## config.mk

```make
export PLATFORM = sky130hd
export DESIGN_NAME = dtw_core_ctrl
export DESIGN_NICKNAME = d
export VERILOG_FILES = /design/src/rtl/dtw_pkg.sv /design/src/rtl/dtw_core_ctrl.sv
export SDC_FILE = /design/constraint.sdc
export NUM_CORES = 1
export LEC_CHECK = 0
export ABC_AREA = 1
export BUFFER_PORTS_ARGS = -buffer_cell sky130_fd_sc_hd__buf_2
export CORE_MARGIN = 2
export CORE_UTILIZATION = 35
export CTS_BUF_LIST = sky130_fd_sc_hd__clkbuf_2 sky130_fd_sc_hd__clkbuf_4 sky130_fd_sc_hd__clkbuf_8
export CTS_CLUSTER_DIAMETER = 100
export DETAILED_ROUTE_END_ITERATION = 8
export PLACE_DENSITY_LB_ADDON = 0.2
export SLEW_MARGIN = 20
export SYNTH_ARGS = -nofsm -noshare
export SYNTH_HDL_FRONTEND = slang
export SYNTH_SLANG_ARGS = --single-unit
```

## constraint.sdc

```tcl
create_clock -name clk -period 5.3 [get_ports clk]
set_input_delay 0 -clock clk [delete_from_list [all_inputs] [get_ports clk]]
set_output_delay 0 -clock clk [all_outputs]
set_load 0.05 [all_outputs]
```

## src/rtl/dtw_pkg.sv

```systemverilog
// Shared types and constants for the DTW core sequencer and its datapath.
package dtw_pkg;

  typedef enum logic [2:0] {
    IDLE,
    LOAD,
    STREAM,
    DRAIN,
    RESULT
  } dtw_ctrl_state_t;

  // Wide enough for any supported WORD_LEN; users slice the low bits.
  localparam logic [63:0] DTW_SCORE_INVALID = '1;
  localparam logic [31:0] DTW_POS_INVALID   = 32'hFFFF_FFFF;

endpackage

```

## src/rtl/dtw_core_ctrl.sv

```systemverilog
// Sequencer for dtw_core_datapath: load squiggle, stream reference, collect result.
// Define DTW_CTRL_TIMEOUT_EN to add a DRAIN watchdog that reports res_timeout.
module dtw_core_ctrl
  import dtw_pkg::*;
#(
  parameter int WORD_LEN     = 16,
  parameter int SQG_LEN      = 250,
  parameter int DONE_TIMEOUT = 4096
) (
  input  logic                clk,
  input  logic                rst,
  input  logic                start,
  input  logic [31:0]         ref_len,
  output logic                busy,
  input  logic                sqg_valid,
  output logic                sqg_ready,
  input  logic [WORD_LEN-1:0] sqg_data,
  input  logic                ref_valid,
  output logic                ref_ready,
  input  logic [WORD_LEN-1:0] ref_data,
  output logic                res_valid,
  input  logic                res_ready,
  output logic [WORD_LEN-1:0] res_score,
  output logic [31:0]         res_position,
  output logic                res_timeout,
  output logic                dp_load_squiggle,
  output logic [WORD_LEN-1:0] dp_squiggle_word,
  output logic                dp_running,
  output logic [WORD_LEN-1:0] dp_reference_word,
  output logic [31:0]         dp_reference_len,
  input  logic [WORD_LEN-1:0] dp_best_score,
  input  logic [31:0]         dp_best_position,
  input  logic                dp_done
);

  localparam logic [31:0]         SQG_LAST      = 32'(SQG_LEN - 1);
  localparam logic [WORD_LEN-1:0] SCORE_INVALID = DTW_SCORE_INVALID[WORD_LEN-1:0];

  if (WORD_LEN < 1 || WORD_LEN > 64 || SQG_LEN < 1 || DONE_TIMEOUT < 1) begin : g_bad_params
    $error("dtw_core_ctrl: illegal parameter values");
  end

  dtw_ctrl_state_t     state_q, state_d;
  logic [31:0]         len_q, len_d;
  logic [31:0]         sqg_cnt_q, sqg_cnt_d;
  logic [31:0]         ref_cnt_q, ref_cnt_d;
  logic                load_q, load_d;
  logic [WORD_LEN-1:0] sqg_word_q, sqg_word_d;
  logic                run_q, run_d;
  logic [WORD_LEN-1:0] ref_word_q, ref_word_d;
  logic [WORD_LEN-1:0] score_q, score_d;
  logic [31:0]         pos_q, pos_d;
`ifdef DTW_CTRL_TIMEOUT_EN
  localparam logic [31:0] WDOG_LAST = 32'(DONE_TIMEOUT - 1);
  logic                tmo_q, tmo_d;
  logic [31:0]         wdog_q, wdog_d;
`endif

  always_ff @(posedge clk) begin
    if (rst) begin
      state_q    <= IDLE;
      len_q      <= '0;
      sqg_cnt_q  <= '0;
      ref_cnt_q  <= '0;
      load_q     <= 1'b0;
      sqg_word_q <= '0;
      run_q      <= 1'b0;
      ref_word_q <= '0;
      score_q    <= '0;
      pos_q      <= '0;
`ifdef DTW_CTRL_TIMEOUT_EN
      tmo_q      <= 1'b0;
      wdog_q     <= '0;
`endif
    end else begin
      state_q    <= state_d;
      len_q      <= len_d;
      sqg_cnt_q  <= sqg_cnt_d;
      ref_cnt_q  <= ref_cnt_d;
      load_q     <= load_d;
      sqg_word_q <= sqg_word_d;
      run_q      <= run_d;
      ref_word_q <= ref_word_d;
      score_q    <= score_d;
      pos_q      <= pos_d;
`ifdef DTW_CTRL_TIMEOUT_EN
      tmo_q      <= tmo_d;
      wdog_q     <= wdog_d;
`endif
    end
  end

  // Strobes default low each cycle; data words hold across bubbles.
  always_comb begin
    state_d    = state_q;
    len_d      = len_q;
    sqg_cnt_d  = sqg_cnt_q;
    ref_cnt_d  = ref_cnt_q;
    load_d     = 1'b0;
    sqg_word_d = sqg_word_q;
    run_d      = 1'b0;
    ref_word_d = ref_word_q;
    score_d    = score_q;
    pos_d      = pos_q;
`ifdef DTW_CTRL_TIMEOUT_EN
    tmo_d      = tmo_q;
    wdog_d     = wdog_q;
`endif

    case (state_q)
      IDLE: begin
        if (start) begin
          len_d     = ref_len;
          sqg_cnt_d = '0;
          ref_cnt_d = '0;
`ifdef DTW_CTRL_TIMEOUT_EN
          tmo_d     = 1'b0;
`endif
          if (ref_len != 32'd0) begin
            state_d = LOAD;
          end else begin
            score_d = SCORE_INVALID;
            pos_d   = DTW_POS_INVALID;
            state_d = RESULT;
          end
        end
      end

      LOAD: begin
        if (sqg_valid) begin
          load_d     = 1'b1;
          sqg_word_d = sqg_data;
          sqg_cnt_d  = sqg_cnt_q + 32'd1;
          if (sqg_cnt_q == SQG_LAST) state_d = STREAM;
        end
      end

      STREAM: begin
        if (ref_valid) begin
          run_d      = 1'b1;
          ref_word_d = ref_data;
          ref_cnt_d  = ref_cnt_q + 32'd1;
          if (ref_cnt_q == len_q - 32'd1) begin
            state_d = DRAIN;
`ifdef DTW_CTRL_TIMEOUT_EN
            wdog_d  = '0;
`endif
          end
        end
      end

      // A done in the same cycle as the watchdog expiry still yields a real result.
      DRAIN: begin
        if (dp_done) begin
          score_d = dp_best_score;
          pos_d   = dp_best_position;
          state_d = RESULT;
`ifdef DTW_CTRL_TIMEOUT_EN
          tmo_d   = 1'b0;
        end else if (wdog_q == WDOG_LAST) begin
          score_d = SCORE_INVALID;
          pos_d   = DTW_POS_INVALID;
          tmo_d   = 1'b1;
          state_d = RESULT;
        end else begin
          wdog_d  = wdog_q + 32'd1;
`endif
        end
      end

      RESULT: begin
        if (res_ready) state_d = IDLE;
      end

      default: state_d = IDLE;
    endcase
  end

  assign busy              = (state_q != IDLE);
  assign sqg_ready         = (state_q == LOAD);
  assign ref_ready         = (state_q == STREAM);
  assign res_valid         = (state_q == RESULT);
  assign res_score         = score_q;
  assign res_position      = pos_q;
  assign dp_load_squiggle  = load_q;
  assign dp_squiggle_word  = sqg_word_q;
  assign dp_running        = run_q;
  assign dp_reference_word = ref_word_q;
  assign dp_reference_len  = len_q;
`ifdef DTW_CTRL_TIMEOUT_EN
  assign res_timeout       = tmo_q;
`else
  assign res_timeout       = 1'b0;
`endif

endmodule

```

Yosys cells after proc, flatten, opt, wreduce, memory -nomap -nowiden
Cells that the tools add are included.
{"block": "word_totals", "output_inout_bits": 119, "reg_bits": 181, "wordCells": 68}
{"block": "op_classes", "n_reduce_logical": 15, "muxes": 24, "bitwise": 2, "add_sub_neg": 3, "n_eq_ne": 14}
{"op": "$mux 32", "n": 6}
{"op": "$pmux 32 s2", "n": 3}
{"op": "$add 32x1->32 const B", "n": 2}
{"op": "$mux 16", "n": 3}
{"op": "$eq 32x32->1", "n": 1}
{"op": "$eq 32x8->1 const B", "n": 1}
{"op": "$pmux 16 s2", "n": 1}
{"op": "$reduce_bool 32->1", "n": 1}
{"op": "$sub 32x1->32 const B", "n": 1}
{"op": "$mux 3", "n": 8}
{"op": "$pmux 3 s5", "n": 1}
{"op": "$ne 2x2->1 const B", "n": 5}
{"op": "$reduce_and 7->1", "n": 1}
{"op": "$eq 3x2->1 const B", "n": 2}
{"op": "$ne 2x1->1 const B", "n": 3}
{"op": "$reduce_and 2->1", "n": 3}
{"op": "$reduce_and 3->1", "n": 2}
{"op": "$reduce_bool 2->1", "n": 3}
{"op": "$reduce_and 4->1", "n": 1}
{"op": "$reduce_or 2->1", "n": 2}
{"op": "$eq 3x1->1 const B", "n": 1}
{"op": "$eq 3x3->1 const B", "n": 1}
{"op": "$logic_not 3->1", "n": 1}
{"op": "$reduce_bool 3->1", "n": 1}
{"op": "2 further kinds", "n": 4}

Depth between registers and ports, before layout
Gate-level depths: netlist of run 1.
{"block": "depth", "ltp_word": 5, "depth_mapped": 17, "mapped_depth_nobuf": 17}

Worst setup path before layout of run 1
Ideal clock, no wire load.
{"block": "synth_path", "path_type": "register to register", "from": "register len_q[0] (netlist: dp_reference_len[0])", "to": "register state_q[0]", "path_buffers": 0, "arrival_ps": 2062, "required_ps": 5183, "path_stages_with_launch": 15, "setup_ps": 117, "path_slack_ps": 3120, "cell_sequence": "dfxtp_1 inv_1 ha_1 nand2_1 nor2_2 nand2_1 or2_2 nand3_1 nor2_1 nand2_1 nor2_1 nand3_1 nand2_1 nand2_1 a21oi_1"}
{"block": "synth_via", "elab_chain_cells": 4}
{"element": "start: declaration", "line_no": "dtw_core_ctrl.sv:44", "text": "logic [31:0] len_q, len_d;"}
{"element": "start signal: assignment", "line_no": "dtw_core_ctrl.sv:77", "text": "len_q <= len_d;"}
{"element": "$sub 32x1->32", "line_no": "dtw_core_ctrl.sv:143", "text": "if (ref_cnt_q == len_q - 32'd1) begin"}
{"element": "$eq 32x32->1", "line_no": "dtw_core_ctrl.sv:143"}
{"element": "$ne 2x1->1 (no line)"}
{"element": "$reduce_and 7->1 (no line)"}
{"element": "end signal: assignment", "line_no": "dtw_core_ctrl.sv:76", "text": "state_q <= state_d;"}
{"element": "end: declaration", "line_no": "dtw_core_ctrl.sv:43", "text": "dtw_ctrl_state_t state_q, state_d;"}
No other way between the ends.
A chain may end at the register's enable or synchronous reset.

Worst setup path in the final report of run 1
{"block": "layout_path", "from": "register state_q[1]", "to": "register sqg_cnt_q[7]"}
{"block": "layout_via", "elab_chain_cells": 3, "word_cells_on_any_way": 7, "classes_between": "eq/ne (3); mux (1); reduce/logical (3)"}
{"element": "$eq 3x1->1 / $logic_not 3->1 (equally long branches)", "line_no": "dtw_core_ctrl.sv:110", "text": "case (state_q)"}
{"element": "$ne 2x2->1 (no line) / $reduce_bool 2->1 (equally long branches)"}
{"element": "$reduce_and 3->1 (no line)"}
{"element": "end signal: assignment", "line_no": "dtw_core_ctrl.sv:78", "text": "sqg_cnt_q <= sqg_cnt_d;"}
{"element": "end: declaration", "line_no": "dtw_core_ctrl.sv:45", "text": "logic [31:0] sqg_cnt_q, sqg_cnt_d;"}
Parallel ways exist; a longest one is shown, timed or not.

==> results.cfg, run 1 <==
[status]
run_status = finished, final reports clean

[logic_synthesis]
dominantRegCellSynth = sky130_fd_sc_hd__dfxtp_1
yosys.area_share.simple_pct = 33.10
multiplexer_area_fraction_after_synthesis_pct = 0
synth_top_family_by_area = simple AND/OR/NAND/NOR gates
synth_top_cells_by_count = 250 x sky130_fd_sc_hd__nor2_1, 221 x sky130_fd_sc_hd__nand2_1, 181 x sky130_fd_sc_hd__dfxtp_1
yosys.area_share.xor_xnor_pct = 4.694
yosys_top_cell_area_share_pct = 38.08
post_synth_main_area_contributors = sky130_fd_sc_hd__dfxtp_1 38%, sky130_fd_sc_hd__nor2_1 9.9%, sky130_fd_sc_hd__nand2_1 8.7%
synth-seq-area-share_pct = 38.08
synth.distinct_cells = 46
ys_warn_count = 0
synth_compound_area_share_pct = 14.82
top_count_cell_post_synth = sky130_fd_sc_hd__nor2_1
syn_inst = 1416
synth-async-reset-ratio_pct = 0
synth.largest_area_cell = sky130_fd_sc_hd__dfxtp_1
synth.ff_latch_count = 181
post_synth_fa_ha_maj_area_fraction_pct = 0.5260
number_of_enable_type_register_cells_in_the_synthesized_netlist = 0
syn_nets = 1539
post_synth_instance_area_um2 = 9515
avgSynthCellArea_um2 = 6.720

[cts]
cts.clk_slew.worst_paths_ns = 0.12
clock-sinks = 181
h-tree-depth = 4
cts_root_buf = sky130_fd_sc_hd__clkbuf_8
cts_max_path_buffers = 2
cts-resized-gates = 0
numCtsBuffers = 17
tritoncts = yes
clock_latency_ns = 0.48

[timing]
finalHoldViolations = 0
finalClockSkew_ns = 0.02383
timing.final.max_slew_violations = 0
grt_setup_unrepaired = no
max_clock_freq_ghz = 0.2997
worst-slew-pin-transition_ns = 1.015
fin_crit_sh_pct = 62.96
fin_crit_ns = 3.337
totalNegativeSetupSlack_ns = 0
timing.final.setup_violations = 0
slew_headroom_pct = 32.07

[global_routing]
grt_pass1_vias = 9631
grt_antenna_before_repair = 1
grt_pass1_wl_mm = 50.72
grt.total_usage_pct = 22.10
grt_remaining_overflow = 0
pin_count_of_the_biggest_net_entering_global_routing = 116

[setup_path]
start_kind = register
crit_path_frequent_cell = sky130_fd_sc_hd__inv_2
worst-setup-path-type = reg -> reg
timing.reg2reg.setup_slack_ns = 1.96
worstPathCellList = inv_2, nand2_4, nor2_8, inv_2, nand2_1, inv_1, o21ai_0, a2bb2oi_1
cp-end-kind = register
reg2reg_depth = 8
crit_path_max_incr_delay_ns = 0.89
r2r-end = sqg_cnt_q[7]
critical_path.max_fanout = 42
crit_required_ns = 5.70
critical_path.n_buffers_inverters = 3
cpMaxStageDelayCell = sky130_fd_sc_hd__inv_1
critPathTopFamily = buffers and inverters
r2r_path_start = state_q[1]
cp_data_arrival_time_ns = 3.74

[place]
dp.final_hpwl_mm = 22.80
number_of_port_buffers = 236
routabilityCongestion = 0.9496

[floorplan]
num_io_pins = 238
row_count = 60
fp.dieH_um = 168.9
core_um2 = 26800
die_x_um = 168.9
die_area_um2 = 28520
initial_utilization_pct = 35.50

[worst_hold_path]
hold_path_startpoint = ref_valid
hold_path.class = in -> reg
min_path_cells = 5
holdPathEnd = dp_reference_word[13]

[pwr]
power.density_cell_area_nw_per_um2 = 421.4
power.switching_mw = 2.660
power.sequential.fraction_pct = 34.8
post-layout-total-power_mw = 5.252
comb_power_share_pct = 46.9
power.leakage_nw = 5.255
swShare_pct = 50.65
peakVddDrop_mv = 0.2578
clock_power_share_pct = 18.3
power_report.internal_total_mw = 2.592

[drt]
drt_first_iter_violations = 682
drt-wirelength-per-cell_um = 15.28
post-route-drc-count = 0
detail_route.vias_per_cell = 4.896
detail_route.first_pass.iterations = 7
totalWireLength_mm = 31.84
num_vias = 10200
detail-route-antenna-nets = 0

[run]
max_cap_check_violation_count = 0

[finish]
num-nets-final = 1853
diodes = 0
synthToLayoutAreaGrowth_pct = 30.99
post_route_cells_drive_above_1_share_pct = 20.31
==> routing by layer <==
metal / global-route usage (%) / vias to the layer above / share of wire (%)
met3: 5.144 / 46 / 6.7
li1: - / 5227 / -
met4: 6.184 / 0 / 1.9
met1: 28.69 / 4594 / 45
met5: 0 / - / 0
met2: 36.76 / 337 / 47
==> how the worst max path moves through the flow <==
stage | cells after the start | slack, ns | startpoint | to
global route | 8 | 1.70 | state_q[1] | sqg_cnt_q[7]
CTS | 8 | 2.00 | state_q[1] | sqg_cnt_q[7]
floorplan | 14 | 3.12 | dp_reference_len[0] | state_q[0]
finish | 8 | 1.96 | state_q[1] | sqg_cnt_q[7]
detailed placement | 8 | 2.03 | state_q[1] | sqg_cnt_q[22]
global placement | 8 | 2.10 | state_q[1] | sqg_cnt_q[22]
==> power by group through the flow <==
stage                     clock [mW]  combinational (mW)  sequential (mW)
after CTS                      0.983                2.46             1.82
final                          0.960                2.47             1.83
after floorplan                    0                1.13             2.46
after detailed placement           0                2.39             1.85
after global routing            1.04                2.70             1.85
after global placement             0                2.37             1.85
==> stage by stage <==
stage	worst slack, ns	util, %	std cells	area, µm²	hold slack (ns)
after floorplan	3.120	-	1416	9515	0.1349
after global placement	2.104	40.72	1937	10910	0.2217
after detailed placement	2.026	40.72	1937	10910	0.2315
after CTS	1.999	46.51	2084	12460	0.08811
after global routing	1.699	46.51	2084	12460	0.1190
final	1.963	46.51	2084	12460	0.1122
==> cell type report <==
type	instances	area [µm²]
multi-input cells	1017	5067
clock buffers	18	241.5
repair buffers	353	2347
fillers	2701	14340
clock inverters	14	157.7
well taps	341	426.7
flip-flops and latches	181	3623
inverters	160	600.6
==> worst min-delay path: cells and delay by family <==
family / cells / cell delay [ns]
compound gates: 1 / 0.15
buf+inv: 2 / 0.25
simple gates: 2 / 0.16
==> registers in the layout, summed over array words and instances, names as in the netlist <==
name               cells
ref_cnt_q             32
sqg_cnt_q             32
dp_reference_word     16
res_score             16
dp_load_squiggle       1
state_q                3
dp_reference_len      32
dp_running             1
res_position          32
dp_squiggle_word      16
==> what timing repair did <==
action,CTS,global route
hold endpoints to repair,127,0
setup buffers,0,0
hold buffers,115,0
==> placed cells by master, fill, tap and decap left out, types with 5 or more instances in the layout <==
cell type and count:
sky130_fd_sc_hd__a21oi_1 108, sky130_fd_sc_hd__or2_2 51, sky130_fd_sc_hd__nor3_2 5, sky130_fd_sc_hd__nand2_1 221, sky130_fd_sc_hd__inv_1 151, sky130_fd_sc_hd__nor2_2 7, sky130_fd_sc_hd__inv_2 7, sky130_fd_sc_hd__nor4_1 29
sky130_fd_sc_hd__o21ai_0 148, sky130_fd_sc_hd__a211oi_1 6, sky130_fd_sc_hd__dfxtp_1 181, sky130_fd_sc_hd__nand3b_1 7, sky130_fd_sc_hd__xor2_1 32, sky130_fd_sc_hd__dlygate4sd3_1 115, sky130_fd_sc_hd__clkbuf_8 17, sky130_fd_sc_hd__inv_8 5
sky130_fd_sc_hd__nor3_1 33, sky130_fd_sc_hd__nand4_1 33, sky130_fd_sc_hd__nand3_1 34, sky130_fd_sc_hd__xnor2_1 19, sky130_fd_sc_hd__nor2_1 250, sky130_fd_sc_hd__buf_2 236
==> logic make-up (layout without fill, tap and decap cells) <==
family / Yosys count / in the layout
compound gates: 273 / 273
other cells: 1 / 1
simple gates: 688 / 688
fa+ha+maj: 4 / 4
xor+xnor: 51 / 51
buf+inv: 218 / 545
flops: 181 / 181
Note: power is estimated with default switching activity, not from simulation.
==> run 2: changes to the inputs <==
ABC_AREA = 0   (was 1)
clock period = 3.2 ns   (was 5.3 ns; I/O delays follow)
==> results.cfg, run 2 <==
[finish]
nFillCells = 2305
diodes = 0
synthToLayoutAreaGrowth_pct = 39.43
num-nets-final = 1535
final_common_cell = sky130_fd_sc_hd__buf_2
layout_common_cells = 235 x sky130_fd_sc_hd__buf_2, 182 x sky130_fd_sc_hd__nor2_1, 181 x sky130_fd_sc_hd__dfxtp_1
post_route_cells_drive_above_1_share_pct = 21.26
layout.core_utilization_pct = 49.30

[drt]
totalWireLength_mm = 25.75
detail-route-antenna-nets = 0
detail_route.first_pass.iterations = 5
drt-wirelength-per-cell_um = 14.77
post-route-drc-count = 0
detail_route.vias_per_cell = 4.862
drt_first_iter_violations = 507
num_vias = 8479

[logic_synthesis]
post_synth_instance_area_um2 = 8225
synth_top_family_by_area = simple AND/OR/NAND/NOR gates
yosys_top_cell_area_share_pct = 44.05
synth-seq-area-share_pct = 44.05
synth-async-reset-ratio_pct = 0
synth.ff_latch_count = 181
post_synth_main_area_contributors = sky130_fd_sc_hd__dfxtp_1 44%, sky130_fd_sc_hd__nor2_1 8.4%, sky130_fd_sc_hd__nand2_1 7.8%
syn_nets = 1189
post_synth_fa_ha_maj_area_fraction_pct = 0.6085
synth_top_cells_by_count = 183 x sky130_fd_sc_hd__nor2_1, 181 x sky130_fd_sc_hd__dfxtp_1, 171 x sky130_fd_sc_hd__nand2_1
synth.distinct_cells = 56
dominantRegCellSynth = sky130_fd_sc_hd__dfxtp_1
multiplexer_area_fraction_after_synthesis_pct = 0.8823
yosys.area_share.xor_xnor_pct = 8.625
ys_warn_count = 0
syn_inst = 1066
synth.largest_area_cell = sky130_fd_sc_hd__dfxtp_1
top_count_cell_post_synth = sky130_fd_sc_hd__nor2_1
synth_compound_area_share_pct = 9.933
yosys.area_share.simple_pct = 32.42
number_of_enable_type_register_cells_in_the_synthesized_netlist = 0
avgSynthCellArea_um2 = 7.716

[timing]
finalClockSkew_ns = 0.01769
grt_setup_unrepaired = no
fin_crit_sh_pct = 90.92
worst-slew-pin-transition_ns = 0.7510
whs_ns = 0.04592
finalHoldViolations = 0
timing.final.setup_violations = 0
max_clock_freq_ghz = 0.3437
timing.final.max_slew_violations = 0
slew_headroom_pct = 49.83
totalNegativeSetupSlack_ns = 0
fin_crit_ns = 2.909

[place]
dp.final_hpwl_mm = 17.68
number_of_port_buffers = 236
routabilityCongestion = 0.9156

[setup_path]
critical_path.max_fanout = 7
cp-end-kind = register
cp_data_arrival_time_ns = 3.28
reg2reg_depth = 10
worst-setup-path-type = reg -> reg
timing.reg2reg.setup_slack_ns = 0.29
crit_required_ns = 3.57
start_kind = register
r2r-end = state_q[0]
r2r_path_start = dp_reference_len[0]

[floorplan]
initial_utilization_pct = 35.36
row_count = 56
num_io_pins = 238
die_area_um2 = 24740
core_um2 = 23260
fp.dieH_um = 157.3
die_x_um = 157.3

[cts]
h-tree-depth = 4
cts_root_buf = sky130_fd_sc_hd__clkbuf_8
cts_max_path_buffers = 2
cts.clk_slew.worst_paths_ns = 0.10
clock_latency_ns = 0.46
numCtsBuffers = 17
tritoncts = yes
clock-sinks = 181

[status]
run_status = finished, final reports clean

[global_routing]
grt_remaining_overflow = 0
pin_count_of_the_biggest_net_entering_global_routing = 103
grt_antenna_before_repair = 0
grt.total_usage_pct = 20.81
grt_pass1_vias = 8179
grt_pass1_wl_mm = 41.32

[worst_hold_path]
hold_path_startpoint = ref_valid
hold_path.class = in -> reg
holdPathEnd = ref_cnt_q[1]
min_path_cells = 5

[pwr]
peakVddDrop_mv = 0.2845
power.density_cell_area_nw_per_um2 = 624.4
post-layout-total-power_mw = 7.161
power.leakage_nw = 4.751

[run]
max_cap_check_violation_count = 0
[run 2: cell types whose count changed after synthesis, moves of 10 or more]
cell,before,now
sky130_fd_sc_hd__inv_1,153,13
sky130_fd_sc_hd__o21ai_0,148,23
sky130_fd_sc_hd__nor2_1,250,183
sky130_fd_sc_hd__nand2_1,221,171
sky130_fd_sc_hd__or2_2,51,5
sky130_fd_sc_hd__nor3_1,33,64
sky130_fd_sc_hd__xnor2_1,19,41
sky130_fd_sc_hd__or3_1,2,22
sky130_fd_sc_hd__nand4_1,33,19
sky130_fd_sc_hd__and3_1,1,13
sky130_fd_sc_hd__a21oi_1,108,97
sky130_fd_sc_hd__nand3_1,34,24
[run 2: worst max path at each step]
stage / cells after the start / slack (ns) / start / to
after floorplan: 11 / 0.29 / dp_reference_len[0] / state_q[0]
after global placement: 10 / 0.34 / dp_reference_len[0] / state_q[0]
after detailed placement: 10 / 0.22 / dp_reference_len[0] / state_q[0]
after CTS: 10 / 0.20 / dp_reference_len[0] / state_q[0]
after global routing: 10 / 0.09 / dp_reference_len[0] / state_q[0]
final: 10 / 0.29 / dp_reference_len[0] / state_q[0]
[run 2: where the power goes]
part / internal, mW / switching, mW / total [mW]
combinational: 0.957 / 1.91 / 2.87
clock: 0.653 / 0.926 / 1.58
sequential: 2.47 / 0.242 / 2.71
total: 4.08 / 3.08 / 7.16
[run 2: layer usage]
| metal | share of wire, % | track usage, % | up-vias | routed length [µm] |
|---|---|---|---|---|
| met2 | 48 | 35.23 | 224 | 12350 |
| met1 | 45 | 26.22 | 3912 | 11460 |
| li1 | - | - | 4321 | - |
| met4 | 1.5 | 5.498 | 0 | 399 |
| met5 | 0 | 0 | - | 0 |
| met3 | 6.0 | 5.507 | 22 | 1542 |
[run 2: cell families (layout without fill, tap and decap cells)]
kind of cell,count (synthesis),count (layout)
xor gates and xnor gates,81,81
DFF,181,181
muxes,7,7
AOI/OAI and AO/OA,147,147
and+or+nand+nor,572,572
buffers and inverters,73,432
adders and majority gates,4,4
other,1,1
[run 2: metrics by stage]
stage / setup WS [ns] / instances / area, µm²
after floorplan: 0.2871 / 1066 / 8225
after global placement: 0.3363 / 1581 / 9764
after detailed placement: 0.2237 / 1581 / 9764
after CTS: 0.2041 / 1744 / 11470
after global routing: 0.08864 / 1744 / 11470
final: 0.2907 / 1744 / 11470
[run 2: cell type report]
cell class	instances	area, µm²	area share (%)
clock buffer	17	234.0	2.040
clock inverter	15	156.4	1.364
sequential	181	3623	31.60
inverter	13	48.80	0.4255
tap	319	399.1	3.480
multi-input combinational	812	4337	37.81
timing repair buffer	387	2670	23.28
[run 2: critical path, stage by stage (launching register included)]
cell	delay, ns
sky130_fd_sc_hd__dfxtp_1	0.38
sky130_fd_sc_hd__inv_1	0.10
sky130_fd_sc_hd__ha_1	0.20
sky130_fd_sc_hd__or4b_1	0.60
sky130_fd_sc_hd__or2_2	0.36
sky130_fd_sc_hd__a21o_1	0.16
sky130_fd_sc_hd__nor4_1	0.26
sky130_fd_sc_hd__nand3_1	0.13
sky130_fd_sc_hd__a2111oi_2	0.25
sky130_fd_sc_hd__nand4_1	0.16
sky130_fd_sc_hd__a211oi_2	0.22
[run 2: repair_timing]
item	CTS	global route
gates resized for setup	0	1
hold endpoints to repair	113	0
buffers inserted	0	0
hold buffers	131	0
setup endpoints to repair	0	1
==> run 3: changes to the inputs <==
CELL_PAD_IN_SITES_DETAIL_PLACEMENT = 2   (was unset)
CELL_PAD_IN_SITES_GLOBAL_PLACEMENT = 2   (was unset)
CORE_UTILIZATION = 30   (was 35)
==> results.cfg, run 3 (synthesis results as in run 2) <==
[cts]
clock-sinks = 181
numCtsBuffers = 17
cts_setup_buffers = 0
cts.clk_slew.worst_paths_ns = 0.12
cts_max_path_buffers = 2
clock_latency_ns = 0.48
tritoncts = yes
h-tree-depth = 4
cts_root_buf = sky130_fd_sc_hd__clkbuf_8

[floorplan]
die_area_um2 = 28760
initial_utilization_pct = 30.52
die_x_um = 169.6
num_io_pins = 238
fp.dieH_um = 169.6
row_count = 60
core_um2 = 26950

[pwr]
power.density_cell_area_nw_per_um2 = 649.8
power.leakage_nw = 4.771
peakVddDrop_mv = 0.2535

[global_routing]
grt_remaining_overflow = 0
grt.total_usage_pct = 26.10
grt_pass1_vias = 10340
grt_antenna_before_repair = 2
grt_pass1_wl_mm = 58.48
pin_count_of_the_biggest_net_entering_global_routing = 83

[drt]
detail_route.vias_per_cell = 5.186
drt-wirelength-per-cell_um = 21.12
drt_first_iter_violations = 385
num_vias = 9190
post-route-drc-count = 0
detail-route-antenna-nets = 0
detail_route.first_pass.iterations = 4
totalWireLength_mm = 37.43

[setup_path]
critical_path.max_fanout = 7
start_kind = register
crit_required_ns = 3.59
timing.reg2reg.setup_slack_ns = 0.25
cp_data_arrival_time_ns = 3.35
worst-setup-path-type = reg -> reg
cp-end-kind = register

[timing]
max_clock_freq_ghz = 0.3388
slew_headroom_pct = 54.34
totalNegativeSetupSlack_ns = 0
worst-slew-pin-transition_ns = 0.6848
timing.final.max_slew_violations = 0
finalHoldViolations = 0
fin_crit_ns = 2.952
finalClockSkew_ns = 0.02742
fin_crit_sh_pct = 92.25
grt_setup_unrepaired = no
timing.final.setup_violations = 0

[worst_hold_path]
hold_path.class = in -> reg

[finish]
layout_common_cells = 235 x sky130_fd_sc_hd__buf_2, 182 x sky130_fd_sc_hd__nor2_1, 181 x sky130_fd_sc_hd__dfxtp_1
nFillCells = 3082
num-nets-final = 1540
synthToLayoutAreaGrowth_pct = 40.17
post_route_cells_drive_above_1_share_pct = 21.96
layout.core_utilization_pct = 42.78
final_common_cell = sky130_fd_sc_hd__buf_2

[status]
run_status = finished, final reports clean

[run]
max_cap_check_violation_count = 0

[place]
number_of_port_buffers = 236
dp.final_hpwl_mm = 23.21
routabilityCongestion = 0.8509
==> run 3: routing by layer <==
layer  track usage, %  vias up  wire length (µm)
met2            48.80      236             19710
li1                 -     4312                 -
met3            6.437       72              1860
met1            28.44     4568             14580
met5                0        -                13
met4            9.439        2              1261
==> run 3: repair_timing <==
action / CTS / global route
setup endpoints to repair: 0 / 1
hold buffers: 126 / 0
endpoints found under the hold margin: 115 / 0
gates resized for setup: 0 / 1
==> run 3: worst paths after layout <==
| check | from | to | depth (start not counted) |
|---|---|---|---|
| max | dp_reference_len[1] | state_q[0] | 10 |
| min reg2reg | dp_squiggle_word[1] | dp_squiggle_word[1] | 2 |
| min | sqg_valid | dp_load_squiggle | 4 |
| max reg2reg | dp_reference_len[1] | state_q[0] | 10 |
==> run 3: stage by stage <==
step	instances	total power [mW]	setup WS (ns)	cell area (µm²)	hold WS [ns]
floorplan	1066	4.729	0.2871	8225	0.1360
global placement	1613	5.567	0.3313	9868	0.2407
detailed placement	1613	5.638	0.2355	9868	0.2480
CTS	1771	7.439	0.2021	11520	0.05341
global route	1772	7.889	0.01491	11530	0.08431
finish	1772	7.492	0.2480	11530	0.05575
==> run 3: power by group <==
group	switching [mW]	leakage, nW	internal [mW]
logic	2.09	3.10	0.977
registers	0.290	1.47	2.47
clock network	1.01	0.202	0.654
total	3.39	4.77	4.10
==> run 3: cell type report <==
type	instances	area [µm²]	share of cell area [%]
multi-input cells	812	4338	37.62
flip-flops and latches	181	3623	31.43
repair buffers	392	2695	23.37
well taps	341	426.7	3.700
clock buffers	17	234.0	2.029
clock inverters	15	161.4	1.400
inverters	13	48.80	0.4232
diodes	1	2.502	0.02170
==> run 3: critical path, cell delays in order, from the launching register on <==
cell                       delay [ns]
sky130_fd_sc_hd__dfxtp_1         0.38
sky130_fd_sc_hd__inv_1           0.10
sky130_fd_sc_hd__ha_1            0.20
sky130_fd_sc_hd__or4b_1          0.61
sky130_fd_sc_hd__nor4_1          0.53
sky130_fd_sc_hd__nand2_1         0.14
sky130_fd_sc_hd__nor2_1          0.11
sky130_fd_sc_hd__o31ai_1         0.08
sky130_fd_sc_hd__nor4_1          0.32
sky130_fd_sc_hd__nand4_1         0.16
sky130_fd_sc_hd__a211oi_2        0.22
